File: src/rtl/decade_ctrl_pkg.sv
// Shared types and constants for the decade cascade sequencer.
package decade_ctrl_pkg;

  typedef enum logic [1:0] {
    IDLE  = 2'd0,
    RUN   = 2'd1,
    PAUSE = 2'd2
  } ctrl_state_t;

  localparam int unsigned DIGIT_W = 4;
  localparam logic [DIGIT_W-1:0] BCD_MAX = 4'd9;

  // A preset nibble above 9 is not a decimal digit, so it becomes 0.
  function automatic logic [DIGIT_W-1:0] bcd_sanitize(input logic [DIGIT_W-1:0] d);
    return (d > BCD_MAX) ? '0 : d;
  endfunction

endpackage

File: src/rtl/bcd_digit.sv
// One BCD digit of the cascade: clear > load > increment, wraps 9 -> 0.
module bcd_digit
  import decade_ctrl_pkg::*;
(
  input  logic               clock,
  input  logic               reset_n,
  input  logic               clr,
  input  logic               ld,
  input  logic [DIGIT_W-1:0] ld_val,
  input  logic               inc,
  output logic [DIGIT_W-1:0] q,
  output logic               at_max
);

  logic [DIGIT_W-1:0] r_q;

  always_ff @(posedge clock or negedge reset_n) begin
    if (!reset_n) begin
      r_q <= '0;
    end else if (clr) begin
      r_q <= '0;
    end else if (ld) begin
      r_q <= bcd_sanitize(ld_val);
    end else if (inc) begin
      r_q <= (r_q == BCD_MAX) ? '0 : r_q + 4'd1;
    end
  end

  assign q      = r_q;
  assign at_max = (r_q == BCD_MAX);

endmodule

File: src/rtl/decade_cascade_ctrl.sv
// Run/pause/clear sequencer for DIGITS cascaded BCD digits paced by a prescaler.
// Optional LAP_CAPTURE_EN adds lap, lap_bcd and lap_valid.
module decade_cascade_ctrl
  import decade_ctrl_pkg::*;
#(
  parameter int unsigned DIGITS   = 4,
  parameter int unsigned TICK_DIV = 1
) (
  input  logic                    clock,
  input  logic                    reset_n,
  input  logic                    start,
  input  logic                    stop,
  input  logic                    clear,
  input  logic                    load,
  input  logic [4*DIGITS-1:0]     load_val,
  output logic [4*DIGITS-1:0]     bcd,
  output logic                    running,
  output logic                    rollover
`ifdef LAP_CAPTURE_EN
  ,
  input  logic                    lap,
  output logic [4*DIGITS-1:0]     lap_bcd,
  output logic                    lap_valid
`endif
);

  localparam int unsigned PW = (TICK_DIV > 1) ? $clog2(TICK_DIV) : 1;
  localparam logic [PW-1:0] P_LAST = PW'(TICK_DIV - 1);

  ctrl_state_t         r_state;
  ctrl_state_t         w_state_nxt;
  logic [PW-1:0]       r_presc;
  logic                r_running;
  logic                r_rollover;
  logic                w_step;
  logic                w_ld;
  logic [DIGITS-1:0]   w_inc;
  logic [DIGITS-1:0]   w_at_max;
  logic [4*DIGITS-1:0] w_bcd;

  // Command priority clear > stop > start > load: a higher command masks all lower ones.
  always_comb begin
    w_state_nxt = r_state;
    if (clear) begin
      w_state_nxt = IDLE;
    end else begin
      case (r_state)
        IDLE:    if (!stop && start) w_state_nxt = RUN;
        RUN:     if (stop)           w_state_nxt = PAUSE;
        PAUSE:   if (!stop && start) w_state_nxt = RUN;
        default: w_state_nxt = IDLE;
      endcase
    end
  end

  assign w_step = (r_state == RUN) && (r_presc == P_LAST) && !stop && !clear;
  assign w_ld   = load && !clear && !stop && !start && (r_state != RUN);

  for (genvar g = 0; g < DIGITS; g++) begin : g_dig
    if (g == 0) begin : g_lsd
      assign w_inc[g] = w_step;
    end else begin : g_upper
      assign w_inc[g] = w_step & (&w_at_max[g-1:0]);
    end

    bcd_digit u_digit (
      .clock  (clock),
      .reset_n(reset_n),
      .clr    (clear),
      .ld     (w_ld),
      .ld_val (load_val[4*g +: 4]),
      .inc    (w_inc[g]),
      .q      (w_bcd[4*g +: 4]),
      .at_max (w_at_max[g])
    );
  end

  always_ff @(posedge clock or negedge reset_n) begin
    if (!reset_n) begin
      r_state    <= IDLE;
      r_presc    <= '0;
      r_running  <= 1'b0;
      r_rollover <= 1'b0;
    end else begin
      r_state    <= w_state_nxt;
      r_running  <= (w_state_nxt == RUN);
      r_rollover <= w_step & (&w_at_max);
      // Prescaler only advances across edges that stay in RUN, so each run starts from 0.
      if (r_state == RUN && w_state_nxt == RUN) begin
        r_presc <= (r_presc == P_LAST) ? '0 : r_presc + PW'(1);
      end else begin
        r_presc <= '0;
      end
    end
  end

  assign bcd      = w_bcd;
  assign running  = r_running;
  assign rollover = r_rollover;

`ifdef LAP_CAPTURE_EN
  logic [4*DIGITS-1:0] r_lap_bcd;
  logic                r_lap_valid;

  always_ff @(posedge clock or negedge reset_n) begin
    if (!reset_n) begin
      r_lap_bcd   <= '0;
      r_lap_valid <= 1'b0;
    end else if (clear) begin
      r_lap_bcd   <= '0;
      r_lap_valid <= 1'b0;
    end else if (lap && r_state != IDLE) begin
      r_lap_bcd   <= w_bcd;
      r_lap_valid <= 1'b1;
    end
  end

  assign lap_bcd   = r_lap_bcd;
  assign lap_valid = r_lap_valid;
`endif

endmodule

File: config.mk
export PLATFORM = sky130hd
export DESIGN_NAME = decade_cascade_ctrl
export DESIGN_NICKNAME = d
export VERILOG_FILES = /design/src/rtl/decade_ctrl_pkg.sv /design/src/rtl/bcd_digit.sv /design/src/rtl/decade_cascade_ctrl.sv
export SDC_FILE = /design/constraint.sdc
export NUM_CORES = 1
export LEC_CHECK = 0
export CORE_ASPECT_RATIO = 1.5
export CORE_MARGIN = 4
export CORE_UTILIZATION = 52
export DETAILED_ROUTE_END_ITERATION = 12
export GPL_TIMING_DRIVEN = 0
export PLACE_DENSITY = 0.85
export SLEW_MARGIN = 20
export SYNTH_ARGS = -nofsm -noshare
export SYNTH_HDL_FRONTEND = slang
export SYNTH_SLANG_ARGS = --single-unit
File: constraint.sdc
create_clock -name clock -period 4.8 [get_ports clock]
set_input_delay 1.2 -clock clock [delete_from_list [all_inputs] [get_ports clock]]
set_output_delay 1.2 -clock clock [all_outputs]
set_load 0.03 [all_outputs]
==> results of run 1 <==
[power by group through the flow]
stage / logic, mW / registers (mW) / clock network [mW]
finish: 0.111 / 0.194 / 0.110
global route: 0.122 / 0.196 / 0.119
CTS: 0.112 / 0.193 / 0.112
detailed placement: 0.112 / 0.197 / 0
global placement: 0.109 / 0.196 / 0
floorplan: 0.0407 / 0.212 / 0
[worst max-delay path, delay by kind of cell]
| family | cells | cell delay, ns |
|---|---|---|
| and+or+nand+nor | 3 | 0.87 |
| buffers and inverters | 1 | 0.53 |
| muxes | 1 | 0.35 |
[state kept, by name, indices dropped and copies added, names as in the netlist]
name             count
running              1
r_state              2
rollover             1
g_dig.u_digit.q     16
[cell families (layout without fill, tap and decap cells)]
logic type | Yosys count | after routing
multiplexers | 9 | 9
AND/OR/NAND/NOR | 61 | 61
flip-flops | 20 | 20
buffers and inverters | 14 | 56
adder cells (fa/ha/maj) | 8 | 8
AO/OA/AOI/OAI | 45 | 45
[metal layers]
metal / track usage / share of wire / up-vias / wire length, um
met2: 0.428 / 0.54 / 41 / 2090
met3: 0.0286 / 0.051 / 6 / 195
met1: 0.257 / 0.39 / 683 / 1500
li1: - / - / 682 / -
met5: 0 / 0 / - / 0
met4: 0.0958 / 0.015 / 0 / 56
[per-stage QoR]
| stage | cell area, um^2 | total power [mW] | hold slack, ns | worst slack, ns |
|---|---|---|---|---|
| global placement | 1890 | 0.304 | 0.562 | 1.77 |
| detailed placement | 1890 | 0.309 | 0.582 | 1.72 |
| CTS | 1930 | 0.418 | 0.592 | 1.99 |
| global route | 1930 | 0.437 | 0.644 | 1.87 |
| finish | 1930 | 0.415 | 0.599 | 1.98 |
| floorplan | 1460 | 0.253 | 0.529 | 2.41 |
[area by class of cell]
type	count	area, um^2
fillers	209	743
flip-flops and latches	20	500
plain buffers	7	45.0
clock buffers	3	41.3
well taps	37	46.3
inverters	7	26.3
repair buffers	39	390
multi-input cells	123	883
[path summary, 6_finish.rpt]
| kind | depth (start not counted) | end | from |
|---|---|---|---|
| max | 5 | g_dig[3].u_digit.q[0] | stop |
| min | 1 | running | r_state[0] |
| max reg2reg | 7 | g_dig[3].u_digit.q[0] | g_dig[0].u_digit.q[1] |
| min reg2reg | 1 | running | r_state[0] |
| max in group asynchronous | 1 | g_dig[1].u_digit.q[1] | reset_n |
| min in group asynchronous | 1 | g_dig[2].u_digit.q[1] | reset_n |
[cell usage in the layout, fill, tap and decap left out, types with 3 or more instances in the layout]
cell type / netlist / layout
clkbuf_8: 0 / 3
a211oi_1: 7 / 7
a31oi_1: 3 / 3
nor2_1: 9 / 9
clkdlybuf4s50_1: 0 / 39
nor2b_1: 3 / 3
nand3_1: 3 / 3
a21oi_1: 15 / 15
dfrtp_1: 20 / 20
mux2i_1: 7 / 7
ha_1: 8 / 8
and4b_1: 4 / 4
o21ai_0: 6 / 6
inv_1: 7 / 7
nor3_1: 7 / 7
and3b_1: 4 / 4
nand2_1: 10 / 10
==> flow_results.org, run 1 <==
** Cells and area
- Synthesis-to-finish area growth :: 32.8%
- Final nets :: 231
- Once layout is complete, the utilization of the core stands at 0.722.
- Antenna Diode Count :: 0
- Fraction of final layout cells with drive strength greater than 1 :: 0.0955
- Excluding fillers, the count of instances in the completed layout stands at 236.

** Pwr
- Clock group share of total power :: 0.265
- Across the VDD grid, the largest voltage drop is 0.244 mV.
- The share of total power dissipated in sequential elements is 0.466.
- Design internal power :: about 0.29 mW
- The analysis attributes to net switching a power of between 0.1 and 0.15 mW.
- Of the total power, the share spent switching nets is 0.307.
- Lkg Pwr :: 0.805 nW
- Total power divided by cell area :: 215 nW/um^2
- Logic gate share of total power :: 0.268

** Critical path
- Largest stage delay on the critical path :: 0.53 ns
- The worst setup path is launched from an input port.
- The worst setup path is of the in2reg kind.
- Of all nets on the critical path, the largest fanout is 9.
- The worst setup path is captured at a flip-flop.
- Arrival time of data at the critical path endpoint :: 2.96 ns
- The slowest stage of the critical path is the clkdlybuf4s50_1 cell.
- The signal on the critical path passes through clkdlybuf4s50_1, nor3b_4, nand4_1, nand2_1, mux2_2.
- Required time at the endpoint of the critical path :: around 4.9 ns
- For flop-to-flop paths, the worst setup slack is 2.80 ns.

** Yosys
- Of the post-synthesis cell area, the part taken by muxes is 0.0636.
- Post-synth design cell area :: about 1500 um^2
- Predominant post-synthesis flop cell :: dfrtp_1
- The share of the Yosys chip area taken by registers is 0.344.
- Cell with the most instances after synthesis :: dfrtp_1
- After synthesis, the mean cell area works out to 9.27 um^2.
- Number of nets in the synthesized netlist :: around 190
- After synthesis, the most frequently instantiated cells are 20 x dfrtp_1, 15 x a21oi_1, 10 x nand2_1, 9 x nor2_1, 8 x ha_1.
- Main combinational cell family by area after synthesis :: simple AND/OR/NAND/NOR gates
- Count of synthesis-stage warnings from yosys :: 0
- Unique cell type count in the Yosys netlist :: 49
- Fraction of synthesized cell area in xor and xnor cells :: 0
- The largest total area in the synthesized netlist belongs to dfrtp_1.
- Post-synthesis cell count :: around 160
- Compound-gate portion of the synthesized area :: 0.210
- Synth area leaders :: dfrtp_1 34%, ha_1 6.9%, a21oi_1 5.2%
- Of the post-synthesis cell area, the dominant cell type holds 0.344.
- Of the total synthesized cell area, the portion taken by AND, OR, NAND and NOR gates is 0.265.
- Async set or reset register ratio after synthesis :: 1.00
- Counting flops and latches in the post-synthesis netlist gives 20.
- Yosys mapped a number of flops with a built-in enable equal to 0.
- Of the total synthesized cell area, the portion taken by full adders, half adders and majority gates is 0.0688.

** Die
- Starting Density :: 0.544
- The floorplan has 23 rows.
- Ports placed on the boundary :: 40
- In this run the horizontal extent of the chip is 51.2 um.
- The die is just over 70 um tall.
- The floorplan step defined a core boundary enclosing around 2700 um^2.
- The die covers 3730 um^2.

** Timing
- Endpoints failing setup :: 0
- Transition at the pin with the smallest max-transition slack :: 0.926 ns
- The clock arrives with approximately 0.0019 ns of skew.
- Derived from the worst setup path, the maximum achievable clock frequency is 0.355 GHz.
- Number of hold violations in the final report :: 0
- Fraction of the cycle the final worst path needs :: 0.587
- Setup repair after global routing missed its margin :: false
- Final sum of negative setup slack :: 0 ns
- Post-layout minimum cycle time :: 2.82 ns
- Number of pins exceeding their max-slew limit in the final report :: 0
- Max-slew headroom at the worst pin :: 0.381

** Route
- Avg Vias per Cell :: approximately 6.0
- In the routed design, unresolved DRC markers number 0.
- The routed layout has 1412 vias.
- Post-DRT Antenna Nets :: 0
- Number of detailed-route iterations in the first pass :: 4
- In this run, the number of DRC markers left after iteration 0 of detailed routing was 49.
- Post-detailed-routing wire length :: roughly 3800 um
- Detailed-route wire length per cell :: 16.3 um

** GRT
- Entering global routing, the biggest net connects 21 pins.
- Via count of the first global-routing pass :: 1452
- The first global-routing pass estimated 6580 um of wire.
- Overflow after GRT :: 0
- In the global route stage, overall resource usage came out at 0.230.
- The number of antenna violations at the first check in global routing came to 0.

** Clock network
- Number of buffers inserted by post-CTS setup repair :: 0
- Worst-case clock buffer depth :: 2
- Post-cts repair resize count :: 0
- Post-cts hold buffer count :: 0
- CTS sink cnt :: 20
- After clock tree synthesis, the clock-pin slew on the worst setup and hold paths is 0.07 ns.
- Clock tree from TritonCTS :: yes
- The clock reaches the later pin of the worst-skew pair after 0.25 ns.
- The tree is rooted in a clkbuf_8.
- H-tree depth reported by CTS :: 1
- TritonCTS created 3 clock buffers.

** Status
- The run finished with clean final reports.

** Place
- Routability-driven placement congestion ratio :: 0.913
- Buffers added on ports :: 39
- Counting tap cells, the placed design contains a total of roughly 230 instances.
- Post-DP HPWL :: 2920 um

** Run
- Max-cap viol count :: 0

** Hold path
- The tightest min-delay check is of the reg2reg type.
Note: power is estimated with default switching activity, not from simulation.
==> run 2: changes to the inputs <==
Settings changed: CORE_UTILIZATION 52 to 43, PLACE_DENSITY 0.85 to 0.76.
Clock period 4.8 ns to 2.4 ns, I/O delays scaled along.
==> run 2 against run 1 <==
Effect of this change: worst hold slack got worse by 0.00082 ns; final cell count rose by 1.3%; via count rose by 2.3%; clock skew rose by 0.0015 ns; largest cell class unchanged; highest routed layer unchanged.
==> flow_results.org, run 2 (same netlist as run 1, synthesis figures left out) <==
** Place
- # placed instances :: 236 (+1.3%)
- Buffers added on ports :: 39 (unchanged)
- Post-Place Worst Slack :: -0.0923 ns (-1.81 ns)
- The routability congestion estimate is 0.779 (-15%).
- Post-DP HPWL :: 3010 um (+3.4%)
- Cell area after placement :: 1900 um^2 (+0.20%)

** Route
- Detailed-route wire length per cell :: 16.3 um (+0.50%)
- The routed via count is 1444 (+2.3%).
- The count of routing violations after the opening detailed-route iteration came to 31 (-37%).
- The routed wire length came to 3900 um (+1.8%).
- The DRC violations left is 0 (unchanged).
- The remaining antenna violation count after routing was 0 (unchanged).
- The number of iterations in the first detailed-routing pass was 4 (unchanged).
- Avg Vias per Cell :: 6.04 (+0.98%)

** Cells and area
- Commonest non-fill, non-tap cell in the layout :: clkdlybuf4s50_1
- The number of standard cells in the final layout excluding fillers was 239 (+1.3%).
- Most frequent cells in the layout :: 39 x clkdlybuf4s50_1, 20 x dfrtp_1, 15 x a21oi_1
- The area growth from synthesis to layout is 33.1%.
- The fraction of layout instances using a drive strength above 1 came to 0.0955 (unchanged).
- The flip-flop count of the largest register after layout came to 16 (unchanged).
- Final nets :: 231 (unchanged)
- The post-route cell area is 1940 um^2 (+0.19%).
- The antenna cell count is 0 (unchanged).

** Pwr
- The static power due to leakage was 0.805 nW (unchanged).
- The cell area power density came to 429 nW/um^2 (+100%).
- Total power consumption of the routed design :: 0.831 mW (+100%)
- The maximum ir drop on the vdd rail is 0.359 mV (+47%).

** Timing
- The number of slew-limit violations in the final report is 0 (unchanged).
- F_max :: 0.450 GHz
- The post-route clock skew came to 0.00339 ns (+0.00147 ns).
- Final sum of negative setup slack :: 0 ns (unchanged)
- Setup ws final :: 0.179 ns (-1.80 ns)
- The number of failing hold endpoints at the final stage was 0 (unchanged).
- Max-slew headroom at the worst pin :: 0.368 (-0.0123)
- The setup-violating endpoint count in the final report is 0 (unchanged).
- Post-layout minimum cycle time :: roughly 2.2 ns
- Of the available clock period, the critical path in the final layout requires 0.926.
- The transition at the pin with the smallest max-transition slack was 0.944 ns (+0.0184 ns).
- Setup repair after global routing missed its margin :: false

** Clock network
- Worst-case clock buffer depth :: 2 (unchanged)
- The insertion delay to the later sink of the worst-skew pair was 0.26 ns (about the same).
- Cell at the root of the clock tree :: clkbuf_8
- H-tree depth reported by CTS :: 1 (unchanged)
- The number of clock sinks was 20 (unchanged).
- Post-CTS clock slew at the launch and capture registers of the worst setup and hold paths :: 0.07 ns (about the same)
- The number of setup buffers added after CTS was 0 (unchanged).
- Post-cts repair resize count :: 0 (unchanged)
- Clock tree from TritonCTS :: yes
- The hold buffer count at CTS was 0 (unchanged).
- The number of buffers added by the clock tree synthesis step is 3 (unchanged).

** Die
- Area of the core :: 3190 um^2 (+19%)
- The initial cell density of the core came to 0.456 (-0.0876).
- The die extent in x was 55.5 um (+8.4%).
- The top-level port count was 40 (unchanged).
- Number of standard-cell rows in the floorplan :: 25 (+8.7%)
- Die Footprint :: 4400 um^2 (+18%)
- The die outline height came to 79.2 um (+8.9%).

** GRT
- Total GRT Usage :: 0.185 (-0.0451)
- The first-pass GRT wire length is 6490 um (-1.4%).
- Overflow after GRT :: 0 (unchanged)
- Antenna violations before repair :: 0 (unchanged)
- The via count of the first global-routing pass was 1447 (-0.34%).
- The maximum number of pins on one net before global-route repair is 21 (unchanged).

** Hold path
- The worst hold path terminates at r_state[0].
- Worst hold path class :: reg2reg
- The hold-critical path depth came to 1 (unchanged).
- Hold path startpoint :: r_state[0]

** Critical path
- Count of cells along the worst register-to-register path :: 7 (unchanged)
- Peak fanout along the critical path :: 9 (unchanged)
- Endpoint type of the worst setup path :: flip-flop
- STA classifies the critical path startpoint as an input port.
- Required time at the endpoint of the critical path :: 2.55 ns (-2.39 ns)
- Register-to-register setup slack :: 0.38 ns (-2.42 ns)
- The endpoint identified for the worst register-to-register timing path is g_dig[3].u_digit.q[0].
- Start-to-end type of the worst setup path :: in2reg
- The startpoint identified for the worst register-to-register timing path is g_dig[0].u_digit.q[1].
- The data arrival at the endpoint of the critical path was 2.37 ns (-0.59 ns).

** Run
- The max-capacitance violation count is 0 (unchanged).

** Status
- Outcome :: completed
run 2: cell counts in the layout (fill, tap and decap cells not counted):
Identical to the previous run, type by type.
run 2: metal layers:
layer	global-route usage	wire, um
met1	0.196	1540
met2	0.361	2160
met4	0.0706	46
met3	0.0244	161
met5	0	0
run 2: final cells by class:
cell class	instances	area [um^2]
Fill cell	308	1250
Multi-Input combinational cell	123	883
Sequential cell	20	500
Timing Repair Buffer	39	390
Tap cell	40	50.0
Buffer	7	45.0
Clock buffer	3	41.3
Inverter	7	26.3
run 2: worst max-delay path by stage:
stage,endpoint,slack [ns],startpoint
2_1_floorplan,g_dig[3].u_digit.q[3],0.49,g_dig[0].u_digit.q[0]
3_3_place_gp,g_dig[3].u_digit.q[0],-0.03,stop
3_5_place_dp,g_dig[3].u_digit.q[0],-0.09,stop
4_1_cts,g_dig[3].u_digit.q[0],0.19,stop
5_1_grt,g_dig[3].u_digit.q[0],0.07,stop
6_report,g_dig[3].u_digit.q[0],0.18,stop
run 2: per-stage QoR:
stage                     hold slack, ns  utilization
after floorplan                    0.304            -
after global placement             0.563        0.594
after detailed placement           0.578        0.594
after CTS                          0.594        0.607
after global routing               0.619        0.607
final                              0.598        0.607
run 2: power by group:
group | switching, mW | internal [mW] | total (mW)
clock | 0.109 | 0.112 | 0.221
sequential | 0.0321 | 0.356 | 0.388
combinational | 0.114 | 0.107 | 0.222
run 2: critical path, stage by stage:
cell	delay (ns)
clkdlybuf4s50_1	0.52
nor3b_4	0.42
nand4_1	0.26
nand2_1	0.22
mux2_2	0.35
